==> src/rtl/gpio_apb_gen2.sv <==
// APB GPIO: optional synchroniser, per-pin glitch filter, sticky edge/level interrupts, atomic output ops; zero wait states.
// Strap capture (registers 0x3C/0x40) is compiled in only when GPIO_STRAP_EN is defined.
module gpio_apb_gen2 #(
    parameter int NUM_PINS  = 32,
    parameter int CNT_WIDTH = 4,
    parameter int ASYNC_ON  = 1
) (
    input  logic                PCLK,
    input  logic                PRESETn,
    input  logic                PSEL,
    input  logic                PENABLE,
    input  logic                PWRITE,
    input  logic [7:0]          PADDR,
    input  logic [31:0]         PWDATA,
    output logic [31:0]         PRDATA,
    output logic                PREADY,
    output logic                PSLVERR,
    input  logic [NUM_PINS-1:0] gpio_in,
    output logic [NUM_PINS-1:0] gpio_out,
    output logic [NUM_PINS-1:0] gpio_oe,
    output logic                irq,
    input  logic                strap_en,
    output logic                strap_valid,
    output logic [NUM_PINS-1:0] strap_data
);
    localparam int TH_MAX   = (1 << CNT_WIDTH) - 1;
    localparam int TH_RST_I = (TH_MAX < 4) ? TH_MAX : 4;
    localparam logic [CNT_WIDTH-1:0] TH_RST = TH_RST_I[CNT_WIDTH-1:0];

    localparam logic [5:0] A_DATA_IN    = 6'h00;
    localparam logic [5:0] A_DATA_OUT   = 6'h01;
    localparam logic [5:0] A_OUT_SET    = 6'h02;
    localparam logic [5:0] A_OUT_CLR    = 6'h03;
    localparam logic [5:0] A_OUT_TGL    = 6'h04;
    localparam logic [5:0] A_OE         = 6'h05;
    localparam logic [5:0] A_INTR_STATE = 6'h06;
    localparam logic [5:0] A_INTR_EN    = 6'h07;
    localparam logic [5:0] A_INTR_TEST  = 6'h08;
    localparam logic [5:0] A_RISE_EN    = 6'h09;
    localparam logic [5:0] A_FALL_EN    = 6'h0A;
    localparam logic [5:0] A_LVLHI_EN   = 6'h0B;
    localparam logic [5:0] A_LVLLO_EN   = 6'h0C;
    localparam logic [5:0] A_FILT_EN    = 6'h0D;
    localparam logic [5:0] A_FILT_TH    = 6'h0E;
`ifdef GPIO_STRAP_EN
    localparam logic [5:0] A_STRAP_CTRL = 6'h0F;
    localparam logic [5:0] A_STRAP_DATA = 6'h10;
`endif

    logic [NUM_PINS-1:0]  r_data_out;
    logic [NUM_PINS-1:0]  r_oe;
    logic [NUM_PINS-1:0]  r_intr_state;
    logic [NUM_PINS-1:0]  r_intr_en;
    logic [NUM_PINS-1:0]  r_rise_en;
    logic [NUM_PINS-1:0]  r_fall_en;
    logic [NUM_PINS-1:0]  r_lvlhi_en;
    logic [NUM_PINS-1:0]  r_lvllo_en;
    logic [NUM_PINS-1:0]  r_filt_en;
    logic [CNT_WIDTH-1:0] r_filt_th;

    logic [NUM_PINS-1:0]  r_prev;
    logic [NUM_PINS-1:0]  r_stored;
    logic [CNT_WIDTH-1:0] r_cnt   [NUM_PINS];
    logic [CNT_WIDTH-1:0] w_cnt_d [NUM_PINS];
    logic [NUM_PINS-1:0]  r_d_q;

    logic                 w_access;
    logic                 w_wr;
    logic                 w_rd;
    logic [5:0]           w_idx;
    logic [NUM_PINS-1:0]  w_wdat;
    logic                 w_mapped;
    logic [31:0]          w_rdata;
    logic [NUM_PINS-1:0]  w_s;
    logic [NUM_PINS-1:0]  w_f;
    logic [NUM_PINS-1:0]  w_rise;
    logic [NUM_PINS-1:0]  w_fall;
    logic [NUM_PINS-1:0]  w_event;
    logic [NUM_PINS-1:0]  w_w1c;
    logic [NUM_PINS-1:0]  w_test;
    logic                 w_unused;

    assign w_access = PSEL & PENABLE;
    assign w_wr     = w_access & PWRITE;
    assign w_rd     = w_access & ~PWRITE;
    assign w_idx    = PADDR[7:2];
    assign w_wdat   = PWDATA[NUM_PINS-1:0];

    // Input synchroniser (bypassed when the pads are already in the PCLK domain)
    generate
        if (ASYNC_ON != 0) begin : g_sync
            logic [NUM_PINS-1:0] r_sync1;
            logic [NUM_PINS-1:0] r_sync2;
            always_ff @(posedge PCLK or negedge PRESETn) begin
                if (!PRESETn) begin
                    r_sync1 <= '0;
                    r_sync2 <= '0;
                end else begin
                    r_sync1 <= gpio_in;
                    r_sync2 <= r_sync1;
                end
            end
            assign w_s = r_sync2;
        end else begin : g_nosync
            assign w_s = gpio_in;
        end
    endgenerate

    // Counter saturates at the threshold, so lowering FILT_TH clamps it on the next cycle
    always_comb begin
        for (int i = 0; i < NUM_PINS; i++) begin
            if (w_s[i] != r_prev[i]) begin
                w_cnt_d[i] = '0;
            end else if (r_cnt[i] >= r_filt_th) begin
                w_cnt_d[i] = r_filt_th;
            end else begin
                w_cnt_d[i] = r_cnt[i] + 1'b1;
            end
        end
    end

    always_ff @(posedge PCLK or negedge PRESETn) begin
        if (!PRESETn) begin
            r_prev   <= '0;
            r_stored <= '0;
            r_d_q    <= '0;
            for (int i = 0; i < NUM_PINS; i++) begin
                r_cnt[i] <= '0;
            end
        end else begin
            r_prev <= w_s;
            r_d_q  <= w_f;
            for (int i = 0; i < NUM_PINS; i++) begin
                r_cnt[i] <= w_cnt_d[i];
                if (w_cnt_d[i] == r_filt_th) begin
                    r_stored[i] <= w_s[i];
                end
            end
        end
    end

    assign w_f     = (r_filt_en & r_stored) | (~r_filt_en & w_s);
    assign w_rise  = ~r_d_q & w_f;
    assign w_fall  = r_d_q & ~w_f;
    assign w_event = (w_rise & r_rise_en) | (w_fall & r_fall_en)
                   | (w_f & r_lvlhi_en) | (~w_f & r_lvllo_en);
    assign w_w1c   = (w_wr && (w_idx == A_INTR_STATE)) ? w_wdat : '0;
    assign w_test  = (w_wr && (w_idx == A_INTR_TEST)) ? w_wdat : '0;

    // Set terms are OR-ed after the clear so a same-cycle event or test wins over W1C
    always_ff @(posedge PCLK or negedge PRESETn) begin
        if (!PRESETn) begin
            r_intr_state <= '0;
        end else begin
            r_intr_state <= (r_intr_state & ~w_w1c) | w_event | w_test;
        end
    end

    always_ff @(posedge PCLK or negedge PRESETn) begin
        if (!PRESETn) begin
            r_data_out <= '0;
            r_oe       <= '0;
            r_intr_en  <= '0;
            r_rise_en  <= '0;
            r_fall_en  <= '0;
            r_lvlhi_en <= '0;
            r_lvllo_en <= '0;
            r_filt_en  <= '0;
            r_filt_th  <= TH_RST;
        end else if (w_wr) begin
            case (w_idx)
                A_DATA_OUT: r_data_out <= w_wdat;
                A_OUT_SET:  r_data_out <= r_data_out | w_wdat;
                A_OUT_CLR:  r_data_out <= r_data_out & ~w_wdat;
                A_OUT_TGL:  r_data_out <= r_data_out ^ w_wdat;
                A_OE:       r_oe       <= w_wdat;
                A_INTR_EN:  r_intr_en  <= w_wdat;
                A_RISE_EN:  r_rise_en  <= w_wdat;
                A_FALL_EN:  r_fall_en  <= w_wdat;
                A_LVLHI_EN: r_lvlhi_en <= w_wdat;
                A_LVLLO_EN: r_lvllo_en <= w_wdat;
                A_FILT_EN:  r_filt_en  <= w_wdat;
                A_FILT_TH:  r_filt_th  <= PWDATA[CNT_WIDTH-1:0];
                default: ;
            endcase
        end
    end

`ifdef GPIO_STRAP_EN
    logic                r_strap_valid;
    logic                r_strap_done;
    logic [NUM_PINS-1:0] r_strap_data;

    // A capture request takes priority over a same-cycle re-arm write
    always_ff @(posedge PCLK or negedge PRESETn) begin
        if (!PRESETn) begin
            r_strap_valid <= 1'b0;
            r_strap_done  <= 1'b0;
            r_strap_data  <= '0;
        end else if (strap_en && !r_strap_done) begin
            r_strap_valid <= 1'b1;
            r_strap_done  <= 1'b1;
            r_strap_data  <= w_s;
        end else if (w_wr && (w_idx == A_STRAP_CTRL) && PWDATA[0]) begin
            r_strap_valid <= 1'b0;
            r_strap_done  <= 1'b0;
        end
    end

    assign strap_valid = r_strap_valid;
    assign strap_data  = r_strap_data;
    assign w_unused    = ^{PADDR[1:0], PWDATA};
`else
    assign strap_valid = 1'b0;
    assign strap_data  = '0;
    assign w_unused    = ^{PADDR[1:0], PWDATA, strap_en};
`endif

    always_comb begin
        w_mapped = 1'b1;
        w_rdata  = '0;
        case (w_idx)
            A_DATA_IN:    w_rdata = 32'(w_f);
            A_DATA_OUT:   w_rdata = 32'(r_data_out);
            A_OUT_SET,
            A_OUT_CLR,
            A_OUT_TGL,
            A_INTR_TEST:  w_rdata = '0;
            A_OE:         w_rdata = 32'(r_oe);
            A_INTR_STATE: w_rdata = 32'(r_intr_state);
            A_INTR_EN:    w_rdata = 32'(r_intr_en);
            A_RISE_EN:    w_rdata = 32'(r_rise_en);
            A_FALL_EN:    w_rdata = 32'(r_fall_en);
            A_LVLHI_EN:   w_rdata = 32'(r_lvlhi_en);
            A_LVLLO_EN:   w_rdata = 32'(r_lvllo_en);
            A_FILT_EN:    w_rdata = 32'(r_filt_en);
            A_FILT_TH:    w_rdata = 32'(r_filt_th);
`ifdef GPIO_STRAP_EN
            A_STRAP_CTRL: w_rdata = {31'b0, r_strap_valid};
            A_STRAP_DATA: w_rdata = 32'(r_strap_data);
`endif
            default:      w_mapped = 1'b0;
        endcase
    end

    assign PRDATA   = w_rd ? w_rdata : '0;
    assign PSLVERR  = w_access & ~w_mapped;
    assign PREADY   = 1'b1;
    assign gpio_out = r_data_out;
    assign gpio_oe  = r_oe;
    assign irq      = |(r_intr_state & r_intr_en);

endmodule

==> config.mk <==
export PLATFORM = sky130hd
export DESIGN_NAME = gpio_apb_gen2
export DESIGN_NICKNAME = d
export VERILOG_FILES = /design/src/rtl/gpio_apb_gen2.sv
export SDC_FILE = /design/constraint.sdc
export NUM_CORES = 1
export LEC_CHECK = 0
export CORE_AREA = 8 8 233 235
export DETAILED_ROUTE_END_ITERATION = 10
export DIE_AREA = 0 0 241 243
export HOLD_SLACK_MARGIN = 0.08
export PLACE_DENSITY_LB_ADDON = 0.15
export SLEW_MARGIN = 20
export SYNTH_ARGS = -nofsm -noshare
export SYNTH_HDL_FRONTEND = slang
export SYNTH_SLANG_ARGS = --single-unit
==> constraint.sdc <==
create_clock -name PCLK -period 7.2 [get_ports PCLK]
set_input_delay 1.44 -clock PCLK [delete_from_list [all_inputs] [get_ports PCLK]]
set_output_delay 1.44 -clock PCLK [all_outputs]
set_load 0.02 [all_outputs]
Word level (Yosys, flattened, before mapping)

Cells that the tools add are included.

Equality and inequality tests: 78
Multiplexer cells: 70
Order comparisons: 32
Bitwise operators: 30
Reductions and logical operators: 15
$add $sub $neg: 32

Operator list:

| kind                                                 | number |
|---|---|
| AND 32 bit                                           | 11 |
| case mux 32 bit (11 select lines)                    | 1 |
| 2-to-1 mux 4 bit                                     | 64 |
| OR 32 bit                                            | 7 |
| NOT 32 bit                                           | 5 |
| adder 4 x 1 -> 4 bit (second input constant)         | 32 |
| equality test 4 bit                                  | 32 |
| >= comparator 4 bit                                  | 32 |
| case mux 32 bit (4 select lines)                     | 1 |
| 2-to-1 mux 32 bit                                    | 3 |
| equality test 6 x 4 -> 1 bit (second input constant) | 7 |
| != test 1 bit                                        | 32 |
| OR reduction 32 bit                                  | 1 |
| XOR 32 bit                                           | 1 |
| equality test 6 x 3 -> 1 bit (second input constant) | 4 |
| AND reduction 2 bit                                  | 9 |
| OR reduction 15 bit                                  | 1 |
| equality test 6 x 2 -> 1 bit (second input constant) | 2 |
| equality test 6 x 1 -> 1 bit (second input constant) | 1 |
| logical NOT 6 bit                                    | 1 |
| AND 1 bit                                            | 4 |
| nonzero test 4 bit                                   | 1 |
| logical AND 1 bit                                    | 2 |
| NOT 1 bit                                            | 2 |
| 2-to-1 mux 1 bit                                     | 1 |

Logic and storage cells: 335
Input port bits: 78
Flip-flop bits (word level): 580
Output and inout port bits: 132

Depth between registers and ports, before layout

Gate-level depths: netlist of the first run.

Depth after elaboration: 11
Gate-level depth with buffers: 9
Mapped depth without buffers: 7

Worst setup path after synthesis of the first run

OpenSTA, ideal clock, no wires.

Kind: input to output
Start point: in PADDR[5]
End point: out PRDATA[0]
Data required time: 5.760 ns
Slack: 2.608 ns
Arrival: 3.152 ns
Stages on the path: 7
Path buffers: 2
Cell sequence: buf_2 or4b_4 nor2_1 buf_2 a22o_1 a221oi_1 a31oi_1

Word-level cells in the longest chain between the ends: 3
Elaborated cells between the ends (all ways): 13
Those cells by class: 10 x eq/ne; 2 x mux; 1 x reduce/logical

RTL lines:

| item                                                 | RTL line | RTL |
|---|---|---|
| start: declaration                                   | 13       | `input logic [7:0] PADDR,` |
| equality test 6 x 4 -> 1 bit (tied with other cells) | 222      | `case (w_idx)` |
| case mux 32 bit (11 select lines) (*)                | 222      |  |
| 2-to-1 mux 32 bit (*)                                | 246      | `assign PRDATA = w_rd ? w_rdata : '0;` |
| end: declaration                                     | 15       | `output logic [31:0] PRDATA,` |

Every way passes the cells marked *; elsewhere a longest branch is shown, timed or not.

Worst setup path after layout of the first run

Start point: in PADDR[4]
End point: out PRDATA[12]

The elaborated chain is that of the path after synthesis.

==> flow_summary.ini, run 1 <==
[run_status]
status = finished, violations left
violations = DRC

[routing]
drt_first_pass_iters = 11
drc = 5
vias_per_cell = 6.84
vias = 27393
drt-initial-drc-count = 3345
drt_wl_total_mm = 98.3
wl_per_cell_um = 24.5
antenna_left = 0

[power]
p_per_area_mw_per_mm2 = 282
p_sw_mw = 3.48
swShare = 0.338
combPwrFrac = 0.271
intPower_mw = 6.81
leakage_nw = 16.0
irDropWorstVdd_v = 0.000204
seq_power_share = 0.408
power_frac_clock = 0.321

[critical_path]
end_kind = primary output
cp-start-kind = primary input
r2r-end = r_cnt[104]$_DFF_PN0_
worstReg2RegStart = r_filt_th[2]$_DFFE_PN1P_
cp_data_arrival_time_ns = 4.99
critPathMostFrequentCell = clkdlybuf4s50_1
reg2reg_slack_ns = 3.56
path_cells = clkdlybuf4s50_1 > or4b_1 > nor3b_4 > buf_4 > a222oi_1 > a31oi_1 > clkdlybuf4s50_1
crit_slowest_cell = or4b_1
cpPeakStageDelay_ns = 0.77
cp_data_required_time_ns = 5.76
crit_fanout = 33
ff2ff_path_depth = 7
crit_type = primary input to primary output

[finish]
drive_above_1_share = 0.0881
synthToLayoutAreaGrowth_pct = 12.6
nets = 3577
stdcell_count = 4005
largest_reg_flops = 128
fill_cells = 3598
regArea_mm2 = 0.0145
multi_input_area_mm2 = 0.0164
postLayoutCellArea_mm2 = 0.0366
diodes = 0
regMostFlops = r_cnt
fin_util = 0.722

[clock_tree]
cts_tree = yes
clk_pin_slew_ns = 0.06
cts_htree_levels = 2
cts_setup_buffers = 0
cts_sinks = 580
clkLatencyLatePin_ns = 0.66
cts_inserted_buffers = 60
holdBufCountCts = 0
cts-root-buf = clkbuf_16
ctsResizeCount = 0
ctsLongestPathBuffers = 3

[sta]
rsz0062_at_grt = false
setup_viol = 0
finalMaxSlewViolations = 0
layout_setup_ws_ns = 0.771
final.setup.tns_ns = 0
hold_viol = 0
worstMarginPinSlew_ns = 1.16
fmax_mhz = 156
layout_worst_path_cycle_share = 0.893
slew_headroom = 0.225
post-route-min-period_ns = 6.43
finClkSkew_ns = 0.0446

[global_routing]
grt_pass1_wl_mm = 153
grt_pass1_vias = 27229
antenna_found_initial = 4
grt_max_degree = 158
grt_use_total = 0.328
grt_remaining_overflow = 0

[floorplanning]
die_h_um = 243
die_area_mm2 = 0.0586
initial_core_util = 0.641
coreArea_mm2 = 0.0507
io_pins = 210
die_w_um = 241
num_rows = 83

[place]
dp_slack_ns = 0.902
io_buffers = 172
dpl.hpwl_mm = 62.8
placed_area_mm2 = 0.0344
dp_cells = 3892
place.gp.congestion = 0.935

[synth]
syn_area_per_cell_um2 = 10.2
synth-edff-count = 0
yosysTopAreaCell = dfrtp_1
synth_ff_type = dfrtp_1
synth_top_area_share = 0.446
yosysWarningCount = 0
yosysSeqAreaShare = 0.447
yosysUniqueCellTypes = 75
synth_common_cells = dfrtp_1, nand2_1, ha_1, nor2_1, a21oi_1
async_flop_share = 1.00
netlist_top_cells_area = dfrtp_1, ha_1, a211oi_1, a21oi_1, mux2_2
yosysMostFrequentCell = dfrtp_1
ys_seq_elements = 580
synthCells = 3194
synth_area_mm2 = 0.0325

[hold_path]
hold_path_end = g_sync.r_sync2[27]$_DFF_PN0_
whs_path_depth = 0
holdCritStartpoint = g_sync.r_sync1[27]$_DFF_PN0_
hold_class = register to register

[run]
cap_violations = 0
## routing by layer
layer	wire length (µm)	up-vias	track usage	share of wire
li1	-	11997	-	-
met1	37500	13417	0.422	0.38
met2	45100	1632	0.514	0.46
met3	10900	339	0.0890	0.11
met4	4750	8	0.146	0.048
met5	56	-	0	0.00057
## critical path: cells and delay by family
family / cells / cell delay [ns]
compound gates: 2 / 0.67
simple gates: 2 / 1.00
buf+inv: 3 / 1.87
## power groups by stage
stage               Combinational [mW]  Sequential [mW]  Clock (mW)
floorplan                         2.07             4.10           0
global placement                  2.58             4.20           0
detailed placement                2.73             4.23           0
CTS                               2.77             4.18        3.33
global route                      3.11             4.25        3.46
finish                            2.79             4.20        3.30
## kinds of logic after synthesis
family / synth area share
fa+ha+maj: 0.0863
other cells: 0.000231
simple gates: 0.107
mux: 0.0484
compound gates: 0.223
xor+xnor: 0.0352
buf+inv: 0.0536
flops: 0.447
## how the worst max path moves through the flow
stage,depth (start not counted),from,to
floorplan,7,PADDR[5],PRDATA[0]
global placement,7,PADDR[5],PRDATA[27]
detailed placement,7,PADDR[5],PRDATA[24]
CTS,7,PADDR[5],PRDATA[24]
global route,7,PADDR[4],PRDATA[0]
finish,7,PADDR[4],PRDATA[12]
## layout by cell type (no fill, tap or decap), types with 60 or more instances in the layout
cell / synthesis / layout
clkdlybuf4s50_1: 0 / 171
nand3_1: 70 / 70
a222oi_1: 70 / 70
xor2_1: 64 / 64
dfrtp_1: 579 / 576
nand2_1: 234 / 230
a21oi_1: 194 / 194
nor2_1: 217 / 214
ha_1: 224 / 224
inv_1: 156 / 155
clkbuf_16: 0 / 60
o21ai_0: 166 / 166
a211oi_1: 147 / 147
mux2_2: 83 / 83
a221oi_1: 70 / 70
## per-stage QoR
step / total power [mW] / hold WS (ns)
detailed placement: 6.96 / 0.335
global route: 10.8 / 0.354
floorplan: 6.17 / 0.331
global placement: 6.78 / 0.333
CTS: 10.3 / 0.347
finish: 10.3 / 0.343
## layout make-up
type	count	area share
sequential	580	0.397
tap	680	0.0233
multi-input combinational	2261	0.448
inverter	158	0.0162
clock buffer	83	0.0467
timing repair buffer	214	0.0575
clock inverter	29	0.0105
No activity file was read; power rests on OpenSTA's default activity.
==> run 2: changes to the inputs <==
Settings changed: CORE_AREA 8 8 233 235 to 8 8 339 341, DIE_AREA 0 0 241 243 to 0 0 347 349.
==> run 2 against run 1 <==
  * The run now ends clean
  * Critical path depth did not move
  * Highest routed layer unchanged
  * Clock power up 9.7%
  * Count of clock-buffer cells in the layout up 22
  * Sequential share of layout area is 1.4 points lower
  * Critical path type unchanged
  * Total power increased by 3.1%
  * Critical endpoint is now PRDATA[3]
  * Global-route usage decreased by 14 points
  * Sequential power about the same
  * Routed wire length rose by 16%
  * Clock skew shrank 0.022 ns
  * Cell count up 19%
  * Largest power group unchanged
==> flow_summary.ini, run 2 (synthesized netlist as in run 1, its figures left out) <==
[sta]
rsz0062_at_grt = false
hold_ws_ns = 0.344
worstMarginPinSlew_ns = 1.03
layout_worst_path_cycle_share = 0.902
finClkSkew_ns = 0.0226
slew_headroom = 0.311
post-route-min-period_ns = 6.49
setup_viol = 0
fmax_mhz = 154
hold_viol = 0
finalMaxSlewViolations = 0
final.setup.tns_ns = 0

[clock_tree]
cts_htree_levels = 3
ctsResizeCount = 0
cts_inserted_buffers = 71
clk_pin_slew_ns = 0.05
cts-root-buf = clkbuf_16
cts_tree = yes
cts_setup_buffers = 0
clkLatencyLatePin_ns = 0.62
holdBufCountCts = 0
ctsLongestPathBuffers = 3
cts_sinks = 580

[finish]
final_common_cell = dfrtp_1
fin_util = 0.346
regMostFlops = r_cnt
final_cell_mix = dfrtp_1, nand2_1, ha_1, nor2_1, a21oi_1
stdcell_count = 4775
synthToLayoutAreaGrowth_pct = 16.7
nets = 3595
drive_above_1_share = 0.0935
largest_reg_flops = 128

[routing]
vias = 25908
wl_per_cell_um = 23.8
vias_per_cell = 5.43
drt-initial-drc-count = 2222
drc = 0
drt_wl_total_mm = 114
drt_first_pass_iters = 8
antenna_left = 0

[critical_path]
crit_type = primary input to primary output
end_kind = primary output
crit_fanout = 28
cp_data_arrival_time_ns = 5.05
cp-start-kind = primary input
cp_data_required_time_ns = 5.76

[global_routing]
grt_pass1_wl_mm = 173
grt_pass1_vias = 25743
antenna_found_initial = 3
grt_max_degree = 142
grt_remaining_overflow = 0
grt_use_total = 0.184

[power]
p_per_area_mw_per_mm2 = 280
power_frac_clock = 0.342
irDropWorstVdd_v = 0.000154
swShare = 0.339
seq_power_share = 0.397
combPwrFrac = 0.261
leakage_nw = 16.2
intPower_mw = 7.01
p_sw_mw = 3.60
p_total_mw = 10.6

[run]
cap_violations = 0

[floorplanning]
io_pins = 210
num_rows = 122
die_w_um = 347
die_h_um = 349
coreArea_mm2 = 0.110
die_area_mm2 = 0.121
initial_core_util = 0.296

[hold_path]
hold_class = register to register

[place]
dpl.hpwl_mm = 75.9
place.gp.congestion = 0.807
dp_cells = 4646
io_buffers = 172

[run_status]
status = complete, no violations
[run 2: changes by cell type in the layout (fill, tap and decap cells not counted), moves of 3 or more]
cell / previous run / this run
nor2_2: 3 / 0
clkinv_2: 15 / 10
nor2_4: 1 / 4
buf_12: 3 / 11
clkbuf_1: 11 / 17
clkbuf_8: 12 / 16
clkbuf_16: 60 / 72
bufinv_16: 8 / 4
diode_2: 0 / 3
[run 2: final timing paths]
kind                                              startpoint                      endpoint  slack [ns]  cells after the start
worst max-delay path                                PADDR[5]                     PRDATA[3]        0.71                      7
worst min-delay path            g_sync.r_sync1[22]$_DFF_PN0_  g_sync.r_sync2[22]$_DFF_PN0_        0.34                      0
worst max register to register      r_filt_th[3]$_DFFE_PN0P_       r_stored[5]$_DFFE_PN0N_        3.33                      7
worst min register to register  g_sync.r_sync1[22]$_DFF_PN0_  g_sync.r_sync2[22]$_DFF_PN0_        0.34                      0
max in group asynchronous                            PRESETn    r_lvllo_en[15]$_DFFE_PN0P_        5.03                      2
min in group asynchronous                            PRESETn  g_sync.r_sync1[26]$_DFF_PN0_        0.81                      1
[run 2: layer usage]
layer | GRT usage | share of wire | vias to the layer above
met5 | 0 | 0.00025 | -
met4 | 0.0615 | 0.030 | 4
met3 | 0.0292 | 0.054 | 177
met2 | 0.290 | 0.45 | 774
met1 | 0.256 | 0.47 | 12879
li1 | - | - | 12074
[run 2: cell type report]
cell class	count	area, µm²
Fill cell	11010	71700
Multi-Input combinational cell	2261	16400
Sequential cell	580	14500
Timing Repair Buffer	221	2250
Clock buffer	105	2090
Tap cell	1426	1780
Inverter	158	593
Clock inverter	21	235
Antenna cell	3	7.51
[run 2: stage by stage]
step	cell area, µm²	worst slack (ns)
global route	37900	0.567
finish	37900	0.706
CTS	37900	0.648
global placement	35600	0.686
floorplan	32600	2.61
detailed placement	35600	0.661
[run 2: critical path: stages]
cell,delay [ns]
clkdlybuf4s50_1,0.71
or4b_1,0.72
nor3b_4,0.50
buf_12,0.31
a222oi_1,0.13
a31oi_1,0.49
clkdlybuf4s50_1,0.73
[run 2: power by group through the flow]
stage	Sequential, mW	Clock [mW]	Combinational [mW]
2_1_floorplan	4.10	0	2.07
3_3_place_gp	4.27	0	2.74
3_5_place_dp	4.27	0	2.77
4_1_cts	4.21	3.74	2.79
5_1_grt	4.28	3.86	3.15
6_report	4.22	3.62	2.77
